## src/rtl/cnt_match_timer.sv

```systemverilog
// cnt_match_timer: match timer fed by a free-running counter.
// An accepted start captures target = count + period. When the counter
// equals the target, the block raises a one-cycle fire pulse one cycle
// later and sets a sticky interrupt. It then either disarms (one-shot)
// or advances the target by the period (periodic). It also tracks
// overruns and keeps a saturating count of events since the last arm.
module cnt_match_timer #(
   parameter int W       = 16,
   parameter int NFIRE_W = 8
) (
   input  logic               i_clk,
   input  logic               i_rst,
   input  logic [W-1:0]       i_cnt,
   input  logic               i_start,
   input  logic               i_stop,
   input  logic [W-1:0]       i_period,
   input  logic               i_mode,
   input  logic               i_ack,
   output logic               o_busy,
   output logic               o_fire,
   output logic               o_irq,
   output logic               o_ovr,
   output logic               o_err,
   output logic [NFIRE_W-1:0] o_nfire
);

   typedef enum logic {
      S_IDLE  = 1'b0,
      S_ARMED = 1'b1
   } state_t;

   state_t               r_state;
   state_t               w_nextState;
   logic [W-1:0]         r_target;
   logic [W-1:0]         r_period;
   logic                 r_mode;
   logic                 r_fire;
   logic                 r_irq;
   logic                 r_ovr;
   logic                 r_err;
   logic [NFIRE_W-1:0]   r_nfire;

   logic                 w_match;
   logic                 w_arm;
   logic                 w_reject;

   // A match is pure equality, so the block also fires correctly after
   // the counter wraps or after the upstream counter is reset.
   assign w_match  = (r_state == S_ARMED) && (i_cnt == r_target);
   assign w_arm    = (r_state == S_IDLE) && i_start && (i_period != '0);
   assign w_reject = (r_state == S_IDLE) && i_start && (i_period == '0);

   // State register; reset overrides everything, including an armed timer
   always_ff @(posedge i_clk) begin
      if (i_rst) begin
         r_state <= S_IDLE;
      end else begin
         r_state <= w_nextState;
      end
   end

   // Next state: a match takes priority over stop, so the event still fires
   always_comb begin
      w_nextState = r_state;
      case (r_state)
         S_IDLE: begin
            if (w_arm) begin
               w_nextState = S_ARMED;
            end
         end
         S_ARMED: begin
            if (w_match) begin
               if (!r_mode || i_stop) begin
                  w_nextState = S_IDLE;
               end
            end else if (i_stop) begin
               w_nextState = S_IDLE;
            end
         end
         default: w_nextState = S_IDLE;
      endcase
   end

   // Target, period, mode and event count; the count survives a return to idle
   always_ff @(posedge i_clk) begin
      if (i_rst) begin
         r_target <= '0;
         r_period <= '0;
         r_mode   <= 1'b0;
         r_nfire  <= '0;
      end else if (w_arm) begin
         r_target <= i_cnt + i_period;
         r_period <= i_period;
         r_mode   <= i_mode;
         r_nfire  <= '0;
      end else if (w_match) begin
         if (r_nfire != '1) begin
            r_nfire <= r_nfire + NFIRE_W'(1);
         end
         if (r_mode) begin
            r_target <= r_target + r_period;
         end
      end
   end

   // Event pulse, reject pulse and sticky flags; an event beats a same-cycle ack
   always_ff @(posedge i_clk) begin
      if (i_rst) begin
         r_fire <= 1'b0;
         r_err  <= 1'b0;
         r_irq  <= 1'b0;
         r_ovr  <= 1'b0;
      end else begin
         r_fire <= w_match;
         r_err  <= w_reject;
         if (w_match) begin
            r_irq <= 1'b1;
            if (i_ack) begin
               r_ovr <= 1'b0;
            end else if (r_irq) begin
               r_ovr <= 1'b1;
            end
         end else if (i_ack) begin
            r_irq <= 1'b0;
            r_ovr <= 1'b0;
         end
      end
   end

   // Outputs come straight from registered state
   always_comb begin
      o_busy  = (r_state == S_ARMED);
      o_fire  = r_fire;
      o_irq   = r_irq;
      o_ovr   = r_ovr;
      o_err   = r_err;
      o_nfire = r_nfire;
   end

endmodule

```

## config.mk

```make
export PLATFORM = sky130hd
export DESIGN_NAME = cnt_match_timer
export DESIGN_NICKNAME = d
export VERILOG_FILES = /design/src/rtl/cnt_match_timer.sv
export SDC_FILE = /design/constraint.sdc
export NUM_CORES = 1
export LEC_CHECK = 0
export BUFFER_PORTS_ARGS = -buffer_cell sky130_fd_sc_hd__buf_2
export CORE_MARGIN = 2
export CORE_UTILIZATION = 44
export CTS_CLUSTER_SIZE = 24
export DETAILED_ROUTE_END_ITERATION = 16
export SYNTH_ARGS = -nofsm -noshare
export SYNTH_HDL_FRONTEND = slang
export SYNTH_SLANG_ARGS = --single-unit
```

## constraint.sdc

```tcl
create_clock -name i_clk -period 7.44 [get_ports i_clk]
set_input_delay 1.116 -clock i_clk [delete_from_list [all_inputs] [get_ports i_clk]]
set_output_delay 1.116 -clock i_clk [all_outputs]
set_load 0.05 [all_outputs]
```

==> summary.txt <==
Run status
  • Outcome: finished, final reports clean

Setup path
  • Setup crit start: i_cnt[0]
  • Buf/Inv on CP: 1
  • Most used cell, CP: a211oi_1
  • Kind of start point of the critical path: primary input
  • Reg2Reg Launch Point: r_target[0]
  • Delay-heaviest family, CP: compound AO/OA/AOI/OAI gates
  • CP Depth: 11
  • CP peak stage delay: 440 ps
  • WP data arrival: 3690 ps
  • CP Data Required Time: 7640 ps
  • Worst-path fanout max: 3
  • Worst R2R End: r_target[12]
  • Crit. End Element: flop
  • R2R cell count: 10
  • FF-to-FF setup slack: 4390 ps
  • Crit-path cells: buf_2, ha_1, fa_1, a211oi_1, o21ai_0, a211oi_1, nor2_1, a21o_1, a311oi_1, xor2_1, a2111oi_2
  • Critical path class: in2reg
  • Critical path's slowest cell: fa_1

Die
  • CORE AREA: 7370 um^2
  • Die H: 91.7 um
  • I/O pin cnt: 51
  • Initial Utilization: 46.0%
  • DIE AREA: 8420 um^2
  • Std cell rows: 31
  • Die width: 91.7 um

STA
  • Clock skew: 8.63 ps
  • Period minus WS final: 3480 ps
  • Final hold violation count: 0
  • Slew margin rel.: 40.1%
  • Final period util: 46.8%
  • Setup TNS: 0 ps
  • Fmax: 0.287 GHz
  • Measured slew at the worst slew-check pin: 898 ps
  • RSZ-0062 raised after global routing: false
  • Final setup fails: 0
  • Fin. max-slew vios: 0

Placement
  • Post-DP HPWL: 6.84 mm
  • Routability cong.: 0.833
  • PortBufs: 50

Global route
  • GR Overflow Total: 0
  • Antenna violations before repair: 0
  • First-pass GRT wire length: 14.5 mm
  • Met2 Usage GRT: 34.3%
  • GR met1 Demand/Resource: 30.4%
  • Largest net degree at the start of global routing: 34
  • GRT Util Overall: 21.4%
  • Met3 usage: 3.20%
  • Vias in the first global route: 3,015
  • Gr busiest metal: met2

Finish
  • Fill count: 750
  • Proportion of layout cells with a drive suffix above 1: 15.6%
  • Fin nets: 533
  • Area delta synth->final: 12.1%
  • Antenna diode count: 0

Detailed routing
  • Antenna viol nets, final: 0
  • Initial DRC Count: 164
  • Via count: 3,114
  • Vias per std cell: 5.54
  • Drt total wl: 8.85 mm
  • Drt drc: 0
  • Routed WL per cell: 15.7 um
  • Drt first pass iters: 4

Yosys
  • Top-count cell post-synth: nand2_1
  • Cell taking the most area after synthesis: dfxtp_1
  • EDFF count, synth: 0
  • Synth Flop Type: dfxtp_1
  • Post-synthesis register bit count: 46
  • Post-synth top area share: 27.2%
  • FFs w/ async S/R, synth: 0%
  • Commonest cells in the netlist: nand2_1 (59), a21oi_1 (47), dfxtp_1 (46)
  • Syn Inst Count: 416
  • Post-synthesis sequential area ratio: 27.2%
  • Unique cell type count in the Yosys netlist: 56
  • Syn Nets: 487
  • Post-Synthesis Cell Area: 3390 um^2
  • Mean area per synthesized cell: 8.14 um^2
  • Yosys warning count: 0
  • Synth top area cells: dfxtp_1 (27%), ha_1 (11%), xnor2_1 (7.0%)

Hold path
  • HP Class: reg2reg
  • Hold path depth: 2
  • Hold path endpoint: r_period[6]
  • Hold path start: r_period[6]

Power
  • Max IR drop VDD: 0.0000806 V
  • Power density cells: 163 nW/um^2
  • LEAKAGE: 1.63 nW
  • Tot Pwr: 0.000619 W

Clock network
  • CTS buffer count: 5
  • CTS Buffer Depth: 2
  • Root Driver: clkbuf_8
  • Postcts setup bufs: 0
  • Insertion delay to the later sink of the worst-skew pair: 300 ps
  • H-tree Lvls: 2
  • CTS Sinks: 46
  • Clk slew on worst S/H paths: 90 ps
  • Hold_buf cts: 0
  • CTS tree: done
  • Post_cts resized: 0

Run
  • Max_cap viols: 0
==> worst max-delay path by stage <==
stage / endpoint / slack (ps)
4_1_cts: r_target[14] / 3960
3_3_place_gp: r_target[14] / 3710
2_1_floorplan: r_target[14] / 3980
6_report: r_target[14] / 3960
5_1_grt: r_target[14] / 3780
3_5_place_dp: r_target[14] / 3660
==> state kept, by name, summed over array words and instances (netlist names) <==
name / cells
o_err: 1
r_mode: 1
o_nfire: 8
o_busy: 1
o_ovr: 1
o_irq: 1
o_fire: 1
r_target: 16
r_period: 16
==> kinds of logic after synthesis <==
logic type                 after synthesis  synth area share [%]
and+or+nand+nor                        138                  19.3
AOI/OAI and AO/OA                      122                  23.3
xor gates and xnor gates                46                  11.9
DFF                                     46                  27.2
adders and majority gates               33                  12.6
buffers and inverters                   22                  3.03
muxes                                    9                  2.66
==> layout by cell type (no fill, tap or decap), drive strengths merged, types with 2 or more instances in the layout <==
cell     Yosys  layout
nand2       60      60
buf          3      52
a21oi       47      47
dfxtp       46      46
ha          31      31
xnor2       27      27
nor2        26      26
o21ai       22      22
xor2        19      19
a211oi      15      15
a21o        12      12
nor3        12      12
nand3       10      10
inv          9       9
mux2i        9       9
nor4         8       8
o21bai       5       5
or3          5       5
clkbuf      10       5
nand4        3       3
nor2b        3       3
and3         3       3
a221oi       3       3
o2111ai      2       2
a31oi        2       2
fa           2       2
o31a         2       2
o22ai        2       2
a2111oi      2       2
clkinv       0       2
==> power by group <==
group | switching [W] | leakage (nW) | internal [W]
Sequential | 0.0000142 | 0.377 | 0.000261
Combinational | 0.000106 | 1.21 | 0.0000788
Clock | 0.0000924 | 0.0441 | 0.0000662
Total | 0.000212 | 1.63 | 0.000406
==> stage by stage <==
| stage | utilization (%) | setup WS [ps] | instances | cell area, um^2 | hold WS, ps |
|---|---|---|---|---|---|
| 3_5_place_dp | 50.3 | 3660 | 554 | 3710 | 458 |
| 6_report | 51.5 | 3960 | 562 | 3800 | 468 |
| 5_1_grt | 51.5 | 3780 | 562 | 3800 | 484 |
| 4_1_cts | 51.5 | 3960 | 562 | 3800 | 471 |
| 2_1_floorplan | - | 3980 | 416 | 3390 | 440 |
| 3_3_place_gp | 50.3 | 3710 | 554 | 3710 | 450 |
==> layer usage <==
layer / vias to the layer above / routed length [um]
met5: - / 0
met4: 0 / 95
met3: 9 / 487
met2: 88 / 3930
met1: 1407 / 4330
li1: 1610 / -
==> area by class of cell <==
cell class / count / area, um^2 / area share [%]
inverter: 9 / 33.8 / 0.890
clock inverter: 3 / 21.3 / 0.560
sequential: 46 / 921 / 24.3
timing repair buffer: 52 / 265 / 6.99
tap: 99 / 124 / 3.26
clock buffer: 5 / 68.8 / 1.81
multi-input combinational: 348 / 2360 / 62.2
==> worst min-delay path, stage by stage (launching register included) <==
cell and delay [ps]:
dfxtp_1 320, nand2_1 50, a21oi_1 50
No activity file was read; power rests on OpenSTA's default activity.
